$ cat config.mk
export PLATFORM = sky130hd
export DESIGN_NAME = fp16_serial_normalizer
export DESIGN_NICKNAME = d
export VERILOG_FILES = /design/src/rtl/fp16_serial_normalizer_pkg.sv /design/src/rtl/fp16_serial_normalizer_shift_ctr.sv /design/src/rtl/fp16_serial_normalizer.sv
export SDC_FILE = /design/constraint.sdc
export NUM_CORES = 1
export LEC_CHECK = 0
export CAP_MARGIN = 20
export CORE_ASPECT_RATIO = 2
export CORE_MARGIN = 2
export CORE_UTILIZATION = 45
export CTS_CLUSTER_DIAMETER = 40
export DETAILED_ROUTE_END_ITERATION = 7
export GPL_TIMING_DRIVEN = 0
export PLACE_DENSITY = 0.79
export SLEW_MARGIN = 20
export SYNTH_ARGS = -nofsm -noshare
export SYNTH_HDL_FRONTEND = slang
export SYNTH_SLANG_ARGS = --single-unit
$ cat constraint.sdc
create_clock -name clk -period 2.6 [get_ports clk]
set_clock_uncertainty 0.1 [all_clocks]
set_input_delay 0.78 -clock clk [delete_from_list [all_inputs] [get_ports clk]]
set_output_delay 0.78 -clock clk [all_outputs]
set_load 0.01 [all_outputs]
$ cat src/rtl/fp16_serial_normalizer_pkg.sv
// Shared widths, derived constants and FSM state encoding for the fp16 serial normaliser.
package fp16_serial_normalizer_pkg;

    localparam int MW   = 12;
    localparam int EW   = 5;
    localparam int EMAX = (1 << EW) - 1;
    localparam int SCW  = $clog2(MW);

    // Exponent constants sized to the internal EW+1-bit exponent path.
    localparam logic [EW:0] EXP_ONE = (EW+1)'(1);
    localparam logic [EW:0] EXP_INF = (EW+1)'(EMAX);

    typedef enum logic [1:0] {
        IDLE  = 2'd0,
        CHECK = 2'd1,
        SHIFT = 2'd2,
        DONE  = 2'd3
    } state_t;

endpackage

$ cat src/rtl/fp16_serial_normalizer_shift_ctr.sv
// Shift-count stage: up-counter with synchronous clear and count enable.
module fp_shift_ctr
    import fp16_serial_normalizer_pkg::*;
#(
    parameter int W = SCW
) (
    input  logic         clk,
    input  logic         rst,
    input  logic         i_clr,
    input  logic         i_en,
    output logic [W-1:0] o_cnt
);

    logic [W-1:0] r_cnt;

    always_ff @(posedge clk or negedge rst) begin
        if (!rst) begin
            r_cnt <= '0;
        end else if (i_clr) begin
            r_cnt <= '0;
        end else if (i_en) begin
            r_cnt <= r_cnt + W'(1);
        end
    end

    assign o_cnt = r_cnt;

endmodule

$ cat src/rtl/fp16_serial_normalizer.sv
// Multi-cycle normaliser after the mantissa adder: fixes a carry with one right shift or
// left-shifts one bit per clock until the hidden bit is set. start is a request accepted only in IDLE; done pulses once per accepted request.
module fp16_serial_normalizer
    import fp16_serial_normalizer_pkg::*;
(
    input  logic          clk,
    input  logic          rst,
    input  logic          start,
    input  logic          sign_in,
    input  logic [EW-1:0] exp_in,
    input  logic [MW-1:0] man_in,
    output logic          busy,
    output logic          shift_en,
    output logic          done,
    output logic          sign_out,
    output logic [EW-1:0] exp_out,
    output logic [MW-2:0] man_out,
    output logic [SCW-1:0] shift_cnt,
    output logic          sticky,
    output logic          zero,
    output logic          underflow,
    output logic          overflow,
    output state_t        dbg_state
);

    state_t        r_state;
    logic          r_sign;
    logic [MW-1:0] r_man;
    logic [EW:0]   r_exp;

    logic          r_sign_out;
    logic [EW-1:0] r_exp_out;
    logic [MW-2:0] r_man_out;
    logic          r_sticky;
    logic          r_zero;
    logic          r_uf;
    logic          r_of;

    state_t        w_state_nxt;
    logic [MW-1:0] w_man_nxt;
    logic [EW:0]   w_exp_nxt;
    logic          w_sticky_nxt;
    logic          w_zero_nxt;
    logic          w_uf_nxt;
    logic          w_of_nxt;
    logic          w_load;
    logic          w_shift;

    logic [EW:0]   w_exp_inc;
    logic [EW:0]   w_exp_dec;
    logic [MW-1:0] w_man_shl;

    assign w_exp_inc = r_exp + EXP_ONE;
    assign w_exp_dec = r_exp - EXP_ONE;
    assign w_man_shl = {r_man[MW-2:0], 1'b0};

    always_comb begin
        w_state_nxt  = r_state;
        w_man_nxt    = r_man;
        w_exp_nxt    = r_exp;
        w_sticky_nxt = 1'b0;
        w_zero_nxt   = 1'b0;
        w_uf_nxt     = 1'b0;
        w_of_nxt     = 1'b0;
        w_load       = 1'b0;
        w_shift      = 1'b0;
        case (r_state)
            IDLE: begin
                if (start) begin
                    w_load      = 1'b1;
                    w_man_nxt   = man_in;
                    // A zero exponent means subnormal; its effective exponent is 1.
                    w_exp_nxt   = (exp_in == '0) ? EXP_ONE : {1'b0, exp_in};
                    w_state_nxt = CHECK;
                end
            end
            CHECK: begin
                if (r_man == '0) begin
                    w_zero_nxt  = 1'b1;
                    w_exp_nxt   = '0;
                    w_state_nxt = DONE;
                end else if (r_man[MW-1]) begin
                    w_man_nxt    = r_man >> 1;
                    w_sticky_nxt = r_man[0];
                    w_exp_nxt    = w_exp_inc;
                    if (w_exp_inc >= EXP_INF) begin
                        w_of_nxt  = 1'b1;
                        w_man_nxt = '0;
                        w_exp_nxt = EXP_INF;
                    end
                    w_state_nxt = DONE;
                end else if (r_man[MW-2]) begin
                    w_state_nxt = DONE;
                end else if (r_exp == EXP_ONE) begin
                    w_uf_nxt    = 1'b1;
                    w_exp_nxt   = '0;
                    w_state_nxt = DONE;
                end else begin
                    w_state_nxt = SHIFT;
                end
            end
            SHIFT: begin
                w_shift   = 1'b1;
                w_man_nxt = w_man_shl;
                w_exp_nxt = w_exp_dec;
                // Hidden bit wins over underflow when both happen on the same shift.
                if (w_man_shl[MW-2]) begin
                    w_state_nxt = DONE;
                end else if (w_exp_dec == EXP_ONE) begin
                    w_uf_nxt    = 1'b1;
                    w_exp_nxt   = '0;
                    w_state_nxt = DONE;
                end
            end
            DONE: begin
                w_state_nxt = IDLE;
            end
            default: begin
                w_state_nxt = IDLE;
            end
        endcase
    end

    always_ff @(posedge clk or negedge rst) begin
        if (!rst) begin
            r_state    <= IDLE;
            r_sign     <= 1'b0;
            r_man      <= '0;
            r_exp      <= '0;
            r_sign_out <= 1'b0;
            r_exp_out  <= '0;
            r_man_out  <= '0;
            r_sticky   <= 1'b0;
            r_zero     <= 1'b0;
            r_uf       <= 1'b0;
            r_of       <= 1'b0;
        end else begin
            r_state <= w_state_nxt;
            r_man   <= w_man_nxt;
            r_exp   <= w_exp_nxt;
            if (w_load) begin
                r_sign <= sign_in;
            end
            // Results are published only on entry to DONE and then held.
            if (w_state_nxt == DONE) begin
                r_sign_out <= r_sign;
                r_exp_out  <= w_exp_nxt[EW-1:0];
                r_man_out  <= w_man_nxt[MW-2:0];
                r_sticky   <= w_sticky_nxt;
                r_zero     <= w_zero_nxt;
                r_uf       <= w_uf_nxt;
                r_of       <= w_of_nxt;
            end
        end
    end

    fp_shift_ctr #(
        .W (SCW)
    ) u_shift_ctr (
        .clk   (clk),
        .rst   (rst),
        .i_clr (w_load),
        .i_en  (w_shift),
        .o_cnt (shift_cnt)
    );

    assign busy      = (r_state == CHECK) || (r_state == SHIFT);
    assign shift_en  = (r_state == SHIFT);
    assign done      = (r_state == DONE);
    assign sign_out  = r_sign_out;
    assign exp_out   = r_exp_out;
    assign man_out   = r_man_out;
    assign sticky    = r_sticky;
    assign zero      = r_zero;
    assign underflow = r_uf;
    assign overflow  = r_of;
    assign dbg_state = r_state;

endmodule

==> results.cfg <==
[yosys]
synth_edf_count = 0
ys_types = 51
syn_area_um2 = 2760
synthTopCellsByCount = 46 x dfrtp_1, 23 x nor2_1, 19 x nand2_1, 15 x mux2_2, 14 x o21ai_0
yosys.area_share.simple_pct = 16.3
synth_top_family_by_area = compound AO/OA/AOI/OAI gates
seq_area_frac_synth_pct = 41.7
ys.flop_type = dfrtp_1
yosys_warnings = 0
synthArstFlopShare_pct = 100
synthAdderAreaFrac_pct = 4.08
synthesis.nets = 304
synth_xor_xnor_area_share_pct = 3.18
avgSynthCellArea_um2 = 10.1
synth_mux_area_share_pct = 12.3
ys_ff_latch = 46
synth.most_common_cell = dfrtp_1
synth_top_cell_area_share_pct = 41.7
ys_top_cells_by_area = dfrtp_1 42%, mux2_2 6.1%, mux2_4 5.4%
yosysTopAreaCell = dfrtp_1
syn_inst = 274
synth_compound_area_share_pct = 17.6

[layout]
diodes = 0
layout-drive-gt1-share_pct = 26.2
final_util_pct = 64.9
synthToLayoutAreaGrowth_pct = 40.1
nets = 385

[critical_path]
critPathLaunchType = register
cp_data_arrival_time_ns = 2.79
endpoint_kind = register
rrSetupSlack_ns = -0.12
reg2reg_to = man_out[7]$_DFFE_PN0N_
path_class = reg -> reg
crit_fanout = 5
ff2ff_path_depth = 7
critPathRequiredTime_ns = 2.67
reg2reg_from = r_man[1]$_DFF_PN0_

[grt]
grt_pass1_wl_mm = 13.6
gr-usage-all-layers_pct = 27.0
gr-total-overflow = 0
grt_max_degree = 35
grt_pass1_vias = 2662
antenna_found_initial = 0

[power_and_ir_drop]
pwr-share-seq_pct = 22.8
p_switching_uw = 2260
irDropWorstVdd_mv = 0.765
power.density_nw_per_um2 = 1430
switching_share_pct = 41.1
p_comb_share_pct = 66.5
power_uw = 5510
pwr-share-clk_pct = 10.8
p_int_uw = 3250
p_leak_uw = 0.00167

[sta]
min_period_ns = 2.72
finalCritPeriodShare_pct = 105
max_freq_mhz = 367
hold_violations = 0
timing.setup.tns_ns = -1.79
slew_viol_final = 0
finalSetupViolations = 19
max-slew-margin-rel_pct = 55.6
fin_ws_ns = -0.122
worstMarginPinSlew_ns = 0.659
grt_setup_unrepaired = yes
timing.hold.ws_ns = 0.288

[route]
vias = 2586
drtIter0Drc = 103
ant_nets = 0
drc = 0
drt-pass1-iter-count = 5
via_per_inst = 6.19
drt_wl_total_mm = 8.61
wl_per_cell_um = 20.6

[cts]
clkLatencyLatePin_ns = 0.29
clk_pin_slew_worst_paths_ns = 0.06
cts_inserted_buffers = 5
clock-sinks = 46
cts_tree = built
clk_path_buf_depth = 2
cts_root_buf = clkbuf_16
htree_num_levels = 2

[floorplanning]
die_area_um2 = 6810
die_width_um = 59.4
die_h_um = 115
num_rows = 40
io-pin-count = 51
start_util_pct = 46.3
core_um2 = 5960

[place]
place_congestion = 0.964
hpwl_mm = 5.93
io_buffers = 50

[min_path]
hp-class = in -> async

[outcome]
violations = negative setup slack
status = complete, but fails checks

[flow_run]
drv_cap = 0
==> cell type report <==
class	count	area (µm²)
multi-input cells	200	1590
plain buffers	13	87.6
inverters	13	48.8
flip-flops and latches	46	1160
clock buffers	7	133
repair buffers	76	771
well taps	63	78.8
fillers	467	2090
==> layout by cell type (no fill, tap or decap), drive strengths merged, types with 2 or more instances in the layout <==
master,n
nor4,3
and2,3
o311ai,2
nand4,3
xor2,6
a32oi,2
or2,2
mux2i,2
nand2,19
a221oi,2
nand3,7
a21oi,11
clkbuf,15
xnor2,4
buf,32
clkdlybuf4s50,49
a31oi,5
or4,5
mux2,25
inv,13
nor2,23
a211oi,2
o31ai,3
o32a,2
a221o,7
nand2b,5
dfrtp,46
nor3,4
o21ai,16
a22oi,9
ha,9
nor2b,5
==> metal layers <==
| layer | vias up | share of wire [%] | GRT usage, % | wire length [µm] |
|---|---|---|---|---|
| met1 | 1276 | 36 | 30.7 | 3080 |
| met4 | 0 | 3.8 | 13.6 | 325 |
| met5 | - | 0 | 0 | 0 |
| met2 | 114 | 55 | 47.5 | 4750 |
| li1 | 1166 | - | - | - |
| met3 | 30 | 5.2 | 3.62 | 448 |
==> worst max-delay path: stages, from the launching register on <==
cell	delay (ns)
dfrtp_1	0.40
or4_4	0.57
or4_4	0.51
and3b_4	0.22
a31oi_4	0.23
buf_12	0.16
buf_12	0.12
mux2_4	0.30
==> per-stage QoR <==
stage	worst slack (ns)	instance area (µm²)	cells
floorplan	-0.0252	2760	274
global placement	-1.19	3340	387
detailed placement	-1.19	3350	388
CTS	-0.130	3770	413
global route	-0.160	3860	418
finish	-0.122	3860	418
==> repair_timing <==
action / CTS / global route
hold buffers: 0 / 0
buffers inserted: 17 / 6
gates cloned: 2 / 0
gates resized for setup: 32 / 17
endpoints found under the setup margin: 43 / 29
pin swaps: 5 / 4
==> power groups by stage <==
| stage | Clock [µW] | Combinational (µW) | Sequential [µW] |
|---|---|---|---|
| after floorplan | 0 | 1780 | 1250 |
| after global placement | 0 | 2710 | 1230 |
| after detailed placement | 0 | 2760 | 1250 |
| after CTS | 604 | 3470 | 1240 |
| after global routing | 638 | 3910 | 1280 |
| final | 595 | 3660 | 1250 |
==> state kept, by name (all words and copies together) (netlist names) <==
name,cells
dbg_state,2
exp_out,5
man_out,11
overflow,1
r_exp,6
r_man,12
r_sign,1
sign_out,1
sticky,1
u_shift_ctr.o_cnt,4
underflow,1
zero,1
==> how the worst max path moves through the flow <==
| stage | start | endpoint | depth (start not counted) |
|---|---|---|---|
| 3_5_place_dp | start | exp_out[1]$_DFFE_PN0N_ | 9 |
| 6_report | r_man[1]$_DFF_PN0_ | man_out[7]$_DFFE_PN0N_ | 7 |
| 3_3_place_gp | start | exp_out[1]$_DFFE_PN0N_ | 9 |
| 5_1_grt | r_exp[0]$_DFF_PN0_ | man_out[4]$_DFFE_PN0N_ | 9 |
| 4_1_cts | r_man[7]$_DFF_PN0_ | man_out[7]$_DFFE_PN0N_ | 7 |
| 2_1_floorplan | r_man[4]$_DFF_PN0_ | exp_out[0]$_DFFE_PN0N_ | 6 |
==> kinds of logic (layout without fill, tap and decap cells) <==
group,after synthesis,in the layout
fa+ha+maj,9,9
mux,27,27
flops,46,46
compound gates,68,68
simple gates,86,86
xor+xnor,10,10
buf+inv,28,109
Note: power is estimated with default switching activity, not from simulation.
